### config.mk
export PLATFORM = sky130hd
export DESIGN_NAME = vga_timing_gen
export DESIGN_NICKNAME = d
export VERILOG_FILES = /design/src/rtl/vga_pkg.sv /design/src/rtl/vga_delay_line.sv /design/src/rtl/vga_timing_gen.sv
export SDC_FILE = /design/constraint.sdc
export NUM_CORES = 1
export LEC_CHECK = 0
export CORE_ASPECT_RATIO = 0.9
export CORE_UTILIZATION = 48
export CTS_CLUSTER_DIAMETER = 100
export DETAILED_ROUTE_END_ITERATION = 10
export PLACE_DENSITY = 0.87
export REMOVE_ABC_BUFFERS = 1
export SLEW_MARGIN = 20
export SYNTH_ARGS = -nofsm -noshare
export SYNTH_HDL_FRONTEND = slang
export SYNTH_SLANG_ARGS = --single-unit
### constraint.sdc
create_clock -name uclk -period 2.35 [get_ports uclk]
set_input_delay 0.5875 -clock uclk [delete_from_list [all_inputs] [get_ports uclk]]
set_output_delay 0.5875 -clock uclk [all_outputs]
set_load 0.01 [all_outputs]
### src/rtl/vga_pkg.sv
// Shared VGA definitions: 800x600@72 raster timing, colour widths and pixel type.
// Also used by the maze ROM and the game logic.
package vga_pkg;

    // 800x600 @ 72 Hz on a 50 MHz pixel clock
    localparam int H_VISIBLE = 800;
    localparam int H_FRONT   = 56;
    localparam int H_SYNC    = 120;
    localparam int H_BACK    = 64;
    localparam int V_VISIBLE = 600;
    localparam int V_FRONT   = 37;
    localparam int V_SYNC    = 6;
    localparam int V_BACK    = 23;
    localparam int SYNC_POL  = 1;     // 1 = active-high sync pulses

    // Scan coordinate width
    localparam int COORD_W   = 11;

    // Colour channel widths (rgb332)
    localparam int R_W       = 3;
    localparam int G_W       = 3;
    localparam int B_W       = 2;

    typedef struct packed {
        logic [R_W-1:0] r;
        logic [G_W-1:0] g;
        logic [B_W-1:0] b;
    } rgb332_t;

    // Total period of a raster axis from its four segments
    function automatic int axis_total(input int vis, input int fp, input int sw, input int bp);
        return vis + fp + sw + bp;
    endfunction

endpackage

### src/rtl/vga_delay_line.sv
// DEPTH x WIDTH shift register used to align raster flags with the colour pipeline.
// DEPTH = 0 degenerates to a plain wire.
module vga_delay_line #(
    parameter int DEPTH = 1,
    parameter int WIDTH = 3
) (
    input  logic             i_clk,
    input  logic             i_rst,
    input  logic [WIDTH-1:0] i_data,
    output logic [WIDTH-1:0] o_data
);

    generate
        if (DEPTH == 0) begin : g_bypass
            assign o_data = i_data;
        end else begin : g_shift
            logic [WIDTH-1:0] r_stage [DEPTH];

            for (genvar gi = 0; gi < DEPTH; gi++) begin : g_stage
                if (gi == 0) begin : g_first
                    // First stage captures the live input
                    always_ff @(posedge i_clk or posedge i_rst) begin
                        if (i_rst) r_stage[gi] <= '0;
                        else       r_stage[gi] <= i_data;
                    end
                end else begin : g_next
                    // Later stages shift the previous stage along
                    always_ff @(posedge i_clk or posedge i_rst) begin
                        if (i_rst) r_stage[gi] <= '0;
                        else       r_stage[gi] <= r_stage[gi-1];
                    end
                end
            end

            assign o_data = r_stage[DEPTH-1];
        end
    endgenerate

endmodule

### src/rtl/vga_timing_gen.sv
// Free-running VGA raster generator. Emits scan coordinates to the colour stage,
// then blanks its returned colour and drives sync, both delayed to match that
// stage's latency so colour and sync reach the connector together.
module vga_timing_gen
    import vga_pkg::*;
#(
    parameter int H_VISIBLE  = vga_pkg::H_VISIBLE,
    parameter int H_FRONT    = vga_pkg::H_FRONT,
    parameter int H_SYNC     = vga_pkg::H_SYNC,
    parameter int H_BACK     = vga_pkg::H_BACK,
    parameter int V_VISIBLE  = vga_pkg::V_VISIBLE,
    parameter int V_FRONT    = vga_pkg::V_FRONT,
    parameter int V_SYNC     = vga_pkg::V_SYNC,
    parameter int V_BACK     = vga_pkg::V_BACK,
    parameter int SYNC_POL   = vga_pkg::SYNC_POL,
    parameter int PIPE_DELAY = 1
) (
    input  logic               uclk,
    input  logic               reset,
    output logic [COORD_W-1:0] PixelX,
    output logic [COORD_W-1:0] PixelY,
    output logic               VideoOn,
    output logic               FrameStart,
    input  logic [R_W-1:0]     RIn,
    input  logic [G_W-1:0]     GIn,
    input  logic [B_W-1:0]     BIn,
    output logic [R_W-1:0]     ROut,
    output logic [G_W-1:0]     GOut,
    output logic [B_W-1:0]     BOut,
    output logic               HSync,
    output logic               VSync
);

    localparam int H_TOTAL = axis_total(H_VISIBLE, H_FRONT, H_SYNC, H_BACK);
    localparam int V_TOTAL = axis_total(V_VISIBLE, V_FRONT, V_SYNC, V_BACK);

    // Refuse to build a mode whose counters would not fit, or an unsupported delay
    generate
        if (H_TOTAL > (2 ** COORD_W) || V_TOTAL > (2 ** COORD_W)) begin : g_bad_total
            $error("vga_timing_gen: raster totals exceed counter width");
        end
        if (PIPE_DELAY < 0 || PIPE_DELAY > 7) begin : g_bad_delay
            $error("vga_timing_gen: PIPE_DELAY must be 0..7");
        end
    endgenerate

    localparam logic [COORD_W-1:0] H_LAST   = COORD_W'(H_TOTAL - 1);
    localparam logic [COORD_W-1:0] V_LAST   = COORD_W'(V_TOTAL - 1);
    localparam logic [COORD_W-1:0] H_VIS    = COORD_W'(H_VISIBLE);
    localparam logic [COORD_W-1:0] V_VIS    = COORD_W'(V_VISIBLE);
    localparam logic [COORD_W-1:0] HS_START = COORD_W'(H_VISIBLE + H_FRONT);
    localparam logic [COORD_W-1:0] HS_END   = COORD_W'(H_VISIBLE + H_FRONT + H_SYNC - 1);
    localparam logic [COORD_W-1:0] VS_START = COORD_W'(V_VISIBLE + V_FRONT);
    localparam logic [COORD_W-1:0] VS_END   = COORD_W'(V_VISIBLE + V_FRONT + V_SYNC - 1);

    // Pin level while sync is not asserted; also the XOR mask for polarity
    localparam logic SYNC_INACT = (SYNC_POL != 0) ? 1'b0 : 1'b1;

    logic [COORD_W-1:0] r_pixel_x;
    logic [COORD_W-1:0] r_pixel_y;
    logic               w_h_wrap;
    logic               w_video_on;
    logic               w_hs_raw;
    logic               w_vs_raw;
    logic [2:0]         w_flags_d;
    rgb332_t            w_rgb_in;
    rgb332_t            r_rgb_out;
    logic               r_hsync;
    logic               r_vsync;

    assign w_h_wrap = (r_pixel_x == H_LAST);

    // Raster counters: X every clock, Y once per line, both wrapping at their totals
    always_ff @(posedge uclk or posedge reset) begin
        if (reset) begin
            r_pixel_x <= '0;
            r_pixel_y <= '0;
        end else begin
            r_pixel_x <= w_h_wrap ? '0 : r_pixel_x + 1'b1;
            if (w_h_wrap) begin
                r_pixel_y <= (r_pixel_y == V_LAST) ? '0 : r_pixel_y + 1'b1;
            end
        end
    end

    // Undelayed raster decodes for the coordinate currently presented
    assign w_video_on = (r_pixel_x < H_VIS) && (r_pixel_y < V_VIS);
    assign w_hs_raw   = (r_pixel_x >= HS_START) && (r_pixel_x <= HS_END);
    assign w_vs_raw   = (r_pixel_y >= VS_START) && (r_pixel_y <= VS_END);

    // Align the flags with the colour that the downstream stage will return
    vga_delay_line #(
        .DEPTH (PIPE_DELAY),
        .WIDTH (3)
    ) u_flag_delay (
        .i_clk  (uclk),
        .i_rst  (reset),
        .i_data ({w_video_on, w_hs_raw, w_vs_raw}),
        .o_data (w_flags_d)
    );

    assign w_rgb_in = '{r: RIn, g: GIn, b: BIn};

    // Output register: blank colour outside the active area, apply sync polarity
    always_ff @(posedge uclk or posedge reset) begin
        if (reset) begin
            r_rgb_out <= '0;
            r_hsync   <= SYNC_INACT;
            r_vsync   <= SYNC_INACT;
        end else begin
            r_rgb_out <= w_flags_d[2] ? w_rgb_in : '0;
            r_hsync   <= w_flags_d[1] ^ SYNC_INACT;
            r_vsync   <= w_flags_d[0] ^ SYNC_INACT;
        end
    end

    assign PixelX     = r_pixel_x;
    assign PixelY     = r_pixel_y;
    assign VideoOn    = w_video_on;
    // Held low while reset is asserted even though the counters already read (0,0)
    assign FrameStart = (r_pixel_x == '0) && (r_pixel_y == '0) && !reset;
    assign ROut       = r_rgb_out.r;
    assign GOut       = r_rgb_out.g;
    assign BOut       = r_rgb_out.b;
    assign HSync      = r_hsync;
    assign VSync      = r_vsync;

endmodule

Yosys cells after proc, flatten, opt, wreduce, memory -nomap -nowiden
Cells that the tools add are included.

storage, ports and cells
  register bits after elaboration = 35
  bits of input ports = 10
  word-level logic and storage cells = 29

cells by class
  add/subtract/negate cells = 2
  magnitude comparators = 6
  equality and inequality tests = 2
  mux-type cells = 3
  reduce and logical (&&, ||, !) cells = 8

operators by type and width
  operator               count
  $add 11x1->11 const B  2
  $ge 11x10->1 const B   2
  $le 11x10->1 const B   2
  $logic_not 11->1       2
  $lt 11x10->1 const B   2
  $mux 11                2
  $eq 11x10->1 const B   1
  $eq 11x11->1 const B   1
  $mux 8                 1
  $logic_and 1x1->1      5
  $logic_not 1->1        1

Logic depth before layout (Yosys ltp)
Gate-level depths: netlist (run 1).

  word-level depth = 3
  depth in mapped cells = 7
  depth with buffers taken out = 6

By module
Synthesis (run 1) repeated with hierarchy kept, for this count alone.

second synthesis, totals
  cell total of the unflattened synthesis = 158
  area total of the unflattened synthesis = 1655.3 µm²

modules (own cells, without submodules)
  module          times used  cells each  area each (µm²)
  vga_timing_gen  1           154         1576.5
  vga_delay_line  1           4           78.8

Worst setup path before layout (run 1)
Ideal clock, no wire load.

  path kind = register to output
  start point = register r_pixel_y[2] (netlist: PixelY[2])
  end point = output FrameStart
  arrival time = 1.487 ns
  required time = 1.762 ns
  path slack = 0.275 ns
  cell stages (with the launch flop) = 4
  path buffers = 0
  cells stage by stage = dfrtp_1 -> or3_4 -> or3_1 -> nor3_1

on the way
  word-level cells in the longest chain between the ends = 3

ends and longest elaborated chain
  what                             RTL line               text
  from (decl)                      vga_timing_gen.sv:60   logic [COORD_W-1:0] r_pixel_y;
  from (signal assigned)           vga_timing_gen.sv:81   r_pixel_y <= (r_pixel_y == V_LAST) ? '0 : r_pixel_y + 1'b1;
  $logic_not 11->1                 vga_timing_gen.sv:121  assign FrameStart = (r_pixel_x == '0) && (r_pixel_y == '0) && !reset;
  $logic_and 1x1->1 (2 in series)  vga_timing_gen.sv:121
  to (decl)                        vga_timing_gen.sv:23   output logic FrameStart,

No other way between the ends.

Worst setup path after layout (run 1)
Ends and elaborated chain as after synthesis.

==> impl_metrics.env, run 1 <==
export IMPL_die_area_um2=3750
export IMPL_ys_types=40
export IMPL_yosys_area_top_type_share=0.520
export IMPL_path_max_fanout=2
export IMPL_fin_skew_ns=0.00453
export IMPL_overflow=0
export IMPL_netlist_instances=158
export IMPL_r2r_end="PixelY[9]"
export IMPL_clockBufferDepth=2
export IMPL_areaGrowthSynthToFinish_pct=40.2
export IMPL_cts_buffers=5
export IMPL_start_util=0.502
export IMPL_ctsHoldBuffers=0
export IMPL_finalMaxSlewViolations=0
export IMPL_antenna_found_initial=0
export IMPL_synth_seq_area_share=0.520
export IMPL_synth_seq_cells=35
export IMPL_dieWidth_um=64.4
export IMPL_endpoint_kind="primary output"
export IMPL_setup_violations=0
export IMPL_ys_flop_type="dfrtp_1"
export IMPL_dp_cells=255
export IMPL_rsz0062_at_grt="no"
export IMPL_port_buffers=43
export IMPL_wire_per_inst_um=15.3
export IMPL_io_pins=44
export IMPL_crit_type="flip-flop to primary output"
export IMPL_clkLatencyLatePin_ns=0.30
export IMPL_hold_path_depth=0
export IMPL_place_hpwl_mm=2.87
export IMPL_cap_violations=0
export IMPL_grt_pass1_wl_mm=6.69
export IMPL_routed_wl_mm=4.05
export IMPL_rows=20
export IMPL_drtIter0Drc=90
export IMPL_multi_input_area_um2=747
export IMPL_grt_pass1_vias=1377
export IMPL_grt_max_degree=36
export IMPL_min_from="u_flag_delay.o_data[0]"
export IMPL_leakage_nw=1.02
export IMPL_cts_tree="yes"
export IMPL_drt_drc_violations_left=0
export IMPL_async_flop_share=1.00
export IMPL_ant_nets=0
export IMPL_hold_path_end="VSync"
export IMPL_status="completed"
export IMPL_core_area_um2=3350
export IMPL_synth_edf_count=0
export IMPL_synth_top_cell_by_area="dfrtp_1"
export IMPL_post_route_period_util=0.962
export IMPL_synth_area_per_cell_um2=10.7
export IMPL_clkTransAtPathRegs_ns=0.07
export IMPL_max_freq_ghz=0.442
export IMPL_arrival_ns=1.67
export IMPL_fp_dieH_um=58.2
export IMPL_synth_most_common_cell="dfrtp_1"
export IMPL_final_cells=264
export IMPL_h_tree_depth=2
export IMPL_synth_area_um2=1680
export IMPL_netlist_top_cells_count="dfrtp_1, nand2_1, and2_1, nand3_1"
export IMPL_tightest_slew_ns=0.433
export IMPL_hold_viol_final=0
export IMPL_routed_via_density=5.55
export IMPL_drive_gt1_frac=0.182
export IMPL_gp_congestion=0.861
export IMPL_grt_util_all_layers=0.246
export IMPL_start_kind="flip-flop"
export IMPL_fin_nets=234
export IMPL_drtPass1Iterations=4
export IMPL_cts_root_buf="clkbuf_8"
export IMPL_final_seq_area_um2=876
export IMPL_ys_top_cells_by_area="dfrtp_1, ha_1, xor2_1"
export IMPL_yosysWarnings=0
export IMPL_antennaDiodeCount=0
export IMPL_vdd_drop_max_v=0.000381
export IMPL_r2r_start="PixelX[0]"
export IMPL_finish_instance_area_um2=2360
export IMPL_post_route_min_period_ns=2.26
export IMPL_hold_path_class="flip-flop to flip-flop"
export IMPL_clock_sinks=35
export IMPL_fill_cells=253
export IMPL_worstPathRequired_ns=1.76
export IMPL_vias=1464
export IMPL_r2r_setup_slack_ns=0.44
export IMPL_dpl_cell_area_um2=2250
export IMPL_ff2ff_path_depth=6
export IMPL_relSlewSlack=0.704
export IMPL_powerDensity_nw_per_um2=462
## sequential cells by signal (all words and copies together), names as in the netlist
name,flops
u_flag_delay.o_data,3
GOut,3
HSync,1
BOut,2
ROut,3
VSync,1
PixelX,11
PixelY,11
## worst max-delay path, cell delays in order, from the launching register on
cell	delay [ns]
dfrtp_1	0.38
or3_4	0.38
or3_1	0.33
nor3_1	0.13
buf_2	0.15
## cell usage in the layout, fill, tap and decap left out, types with 2 or more instances in the layout
| cell type | instances |
|---|---|
| dfrtp_1 | 35 |
| inv_1 | 8 |
| a31oi_1 | 2 |
| nand3_1 | 9 |
| nand4_1 | 4 |
| a22o_1 | 2 |
| xnor2_1 | 5 |
| a2bb2oi_1 | 2 |
| nand2_1 | 10 |
| nor2_1 | 7 |
| and2_1 | 9 |
| clkinvlp_4 | 2 |
| o31ai_1 | 3 |
| nor3_2 | 4 |
| a21oi_1 | 3 |
| o21ai_0 | 4 |
| clkdlybuf4s50_1 | 41 |
| nor3_1 | 7 |
| ha_1 | 5 |
| o21ai_1 | 2 |
| buf_4 | 19 |
| xor2_1 | 7 |
| nor4_1 | 4 |
| clkbuf_8 | 5 |
## worst max-delay path by stage
stage               startpoint          to  slack, ns  cells past startpoint
CTS                  PixelY[8]     VideoOn       0.02                      4
floorplan            PixelY[2]  FrameStart       0.28                      3
detailed placement       reset  FrameStart      -0.23                      5
global route         PixelY[2]  FrameStart       0.02                      4
global placement         reset  FrameStart      -0.22                      5
finish               PixelY[2]  FrameStart       0.09                      4
## layer usage
| layer | routed length (um) | GRT usage | part of all wire | up-vias |
|---|---|---|---|---|
| met5 | 0 | 0 | 0 | - |
| met2 | 2010 | 0.408 | 0.50 | 67 |
| li1 | - | - | - | 685 |
| met3 | 359 | 0.0866 | 0.089 | 7 |
| met1 | 1620 | 0.299 | 0.40 | 705 |
| met4 | 60 | 0.0857 | 0.015 | 0 |
## cell families (layout without fill, tap and decap cells)
group / Yosys count / after routing / share of synthesized area
AO/OA/AOI/OAI: 23 / 23 / 0.0922
XOR/XNOR: 12 / 12 / 0.0625
adder cells (fa/ha/maj): 5 / 5 / 0.0372
buffers and inverters: 16 / 78 / 0.0476
flip-flops: 35 / 35 / 0.520
AND/OR/NAND/NOR: 67 / 67 / 0.240
## timing repair
item,CTS,global route
resized for setup,6,5
endpoints found under the setup margin,2,2
setup buffers,1,0
pin swaps,2,2
## stage by stage
step / hold slack (ns) / worst slack (ns) / power [mW] / TNS (ns) / utilization
global placement: 0.335 / -0.216 / 0.672 / -0.216 / 0.672
floorplan: 0.331 / 0.276 / 0.640 / 0 / -
detailed placement: 0.336 / -0.229 / 0.674 / -0.229 / 0.672
CTS: 0.358 / 0.0247 / 1.11 / 0 / 0.701
global route: 0.370 / 0.0199 / 1.14 / 0 / 0.704
finish: 0.353 / 0.0897 / 1.09 / 0 / 0.704
## report_power, final
part	switching [mW]	internal [mW]	leakage, nW
Sequential	0.00169	0.609	0.451
Combinational	0.0212	0.0292	0.525
Clock	0.223	0.206	0.0402
Total	0.246	0.844	1.02
## area by class of cell
cell class,instances,area share
Clock buffer,5,0.0292
Clock inverter,3,0.00848
Inverter,8,0.0127
Multi-Input combinational cell,107,0.317
Sequential cell,35,0.371
Tap cell,44,0.0233
Timing Repair Buffer,62,0.239
(Power assumes the default switching activity.)
==> run 2: changes to the inputs <==
--- a/config.mk
+++ b/config.mk
@@ -6,10 +6,10 @@
 export NUM_CORES = 1
 export LEC_CHECK = 0
 export CORE_ASPECT_RATIO = 0.9
-export CORE_UTILIZATION = 48
+export CORE_UTILIZATION = 43
 export CTS_CLUSTER_DIAMETER = 100
 export DETAILED_ROUTE_END_ITERATION = 10
-export PLACE_DENSITY = 0.87
+export PLACE_DENSITY = 0.83
 export REMOVE_ABC_BUFFERS = 1
 export SLEW_MARGIN = 20
 export SYNTH_ARGS = -nofsm -noshare
==> constraint.sdc (replaced) <==
create_clock -name uclk -period 1.9 [get_ports uclk]
set_input_delay 0.475 -clock uclk [delete_from_list [all_inputs] [get_ports uclk]]
set_output_delay 0.475 -clock uclk [all_outputs]
set_load 0.01 [all_outputs]
==> impl_metrics.env, run 2 (synthesis gave the netlist of run 1 again) <==
export IMPL_multi_input_area_um2=761
export IMPL_cpMaxStageDelayCell="or3_4"
export IMPL_r2r_start="PixelX[0]"
export IMPL_arrival_ns=1.68
export IMPL_critPathCapture="FrameStart"
export IMPL_crit_buf_inv=1
export IMPL_final_seq_area_um2=876
export IMPL_endpoint_kind="primary output"
export IMPL_rsz0062_at_grt="yes"
export IMPL_grt_max_degree=36
export IMPL_finalMaxSlewViolations=0
export IMPL_post_route_min_period_ns=2.16
export IMPL_r2r_setup_slack_ns=0.17
export IMPL_crit_chain="or3_4, or3_4, nor3_2, buf_2"
export IMPL_fin_ws_ns=-0.257
export IMPL_cts_buffers=5
export IMPL_final_core_util=0.672
export IMPL_fin_skew_ns=0.00595
export IMPL_vias=1474
export IMPL_cts_post_setup_buffers_inserted=0
export IMPL_tightest_slew_ns=0.435
export IMPL_leakage_nw=1.15
export IMPL_mostFrequentLayoutCells="clkdlybuf4s50_1, buf_4, dfrtp_1"
export IMPL_routed_wl_mm=3.99
export IMPL_r2r_end="PixelY[6]"
export IMPL_start_kind="flip-flop"
export IMPL_overflow=0
export IMPL_mostFrequentLayoutCell="clkdlybuf4s50_1"
export IMPL_drive_gt1_frac=0.245
export IMPL_dieWidth_um=67.9
export IMPL_cp_depth=4
export IMPL_ant_nets=0
export IMPL_drtPass1Iterations=4
export IMPL_cap_violations=0
export IMPL_wire_per_inst_um=14.1
export IMPL_drtIter0Drc=77
export IMPL_rows=21
export IMPL_cp_common_cell="or3_4"
export IMPL_clock_sinks=35
export IMPL_powerDensity_nw_per_um2=538
export IMPL_max_freq_ghz=0.464
export IMPL_io_pins=44
export IMPL_clkLatencyLatePin_ns=0.29
export IMPL_setup_violations=2
export IMPL_gp_congestion=0.850
export IMPL_ff2ff_path_depth=7
export IMPL_h_tree_depth=2
export IMPL_hold_path_class="flip-flop to flip-flop"
export IMPL_crit_type="flip-flop to primary output"
export IMPL_status="finished with violations"
export IMPL_cp_startpoint="PixelY[6]"
export IMPL_grt_pass1_wl_mm=6.23
export IMPL_violations="setup timing"
export IMPL_total_power_mw=1.35
export IMPL_relSlewSlack=0.710
export IMPL_cts_root_buf="clkbuf_8"
export IMPL_post_route_period_util=1.14
export IMPL_ctsHoldBuffers=0
export IMPL_place_ws_ns=-0.606
export IMPL_drt_drc_violations_left=0
export IMPL_start_util=0.451
export IMPL_vdd_drop_max_v=0.000272
export IMPL_die_area_um2=4170
export IMPL_hold_viol_final=0
export IMPL_place_hpwl_mm=2.83
export IMPL_worstPathRequired_ns=1.42
export IMPL_fin_nets=251
export IMPL_clkTransAtPathRegs_ns=0.07
export IMPL_fill_cells=285
export IMPL_routed_via_density=5.21
export IMPL_fp_dieH_um=61.4
export IMPL_core_area_um2=3730
export IMPL_grt_pass1_vias=1361
export IMPL_areaGrowthSynthToFinish_pct=48.9
export IMPL_antenna_found_initial=0
export IMPL_clockBufferDepth=2
export IMPL_port_buffers=43
export IMPL_cts_tree="yes"
export IMPL_path_max_fanout=2
export IMPL_path_delay_family="simple AND/OR/NAND/NOR gates"
export IMPL_antennaDiodeCount=0
export IMPL_grt_util_all_layers=0.209
export IMPL_slowest_delay_ns=0.39
## run 2: worst min-delay path by stage
stage	start	endpoint	depth (start not counted)
floorplan	u_flag_delay.o_data[1]	HSync	0
global placement	u_flag_delay.o_data[1]	HSync	0
detailed placement	u_flag_delay.o_data[1]	HSync	0
CTS	u_flag_delay.o_data[1]	HSync	0
global route	u_flag_delay.o_data[1]	HSync	0
finish	u_flag_delay.o_data[1]	HSync	0
## run 2: per-stage QoR
step	setup TNS (ns)	hold slack [ns]	cells	area, um2
5_1_grt	-0.511	0.361	283	2510
3_3_place_gp	-0.778	0.332	275	2390
3_5_place_dp	-0.789	0.336	275	2390
4_1_cts	-0.369	0.351	283	2480
6_report	-0.418	0.348	283	2510
2_1_floorplan	-0.0620	0.331	150	1630
## run 2: routing by layer
layer,up-vias,part of all wire,track usage
met5,-,0,0
met4,0,0.0095,0.0565
met3,4,0.080,0.0741
met2,50,0.46,0.310
met1,707,0.45,0.290
li1,713,-,-
## run 2: cell type report
cell class,count,share of cell area
clock buffer,6,0.0290
clock inverter,2,0.00499
inverter,8,0.0120
multi-input combinational,107,0.304
sequential,35,0.349
tap,46,0.0230
timing repair buffer,79,0.278
## run 2: power breakdown
group	internal [mW]	total, mW	switching [mW]
sequential	0.753	0.755	0.00225
combinational	0.0362	0.0627	0.0265
clock	0.256	0.529	0.274
## run 2: timing repair
action	CTS	global route
endpoints found under the setup margin	3	6
resized for setup	13	5
pin swaps	2	0
==> run 3: changes to the inputs <==
--- a/config.mk
+++ b/config.mk
@@ -9,6 +9,7 @@
 export CORE_UTILIZATION = 43
 export CTS_CLUSTER_DIAMETER = 100
 export DETAILED_ROUTE_END_ITERATION = 10
+export HOLD_SLACK_MARGIN = 0.1
 export PLACE_DENSITY = 0.83
 export REMOVE_ABC_BUFFERS = 1
 export SLEW_MARGIN = 20
==> results of run 3 <==
The final DEF is identical to that of run 2; final timing and power are the same.
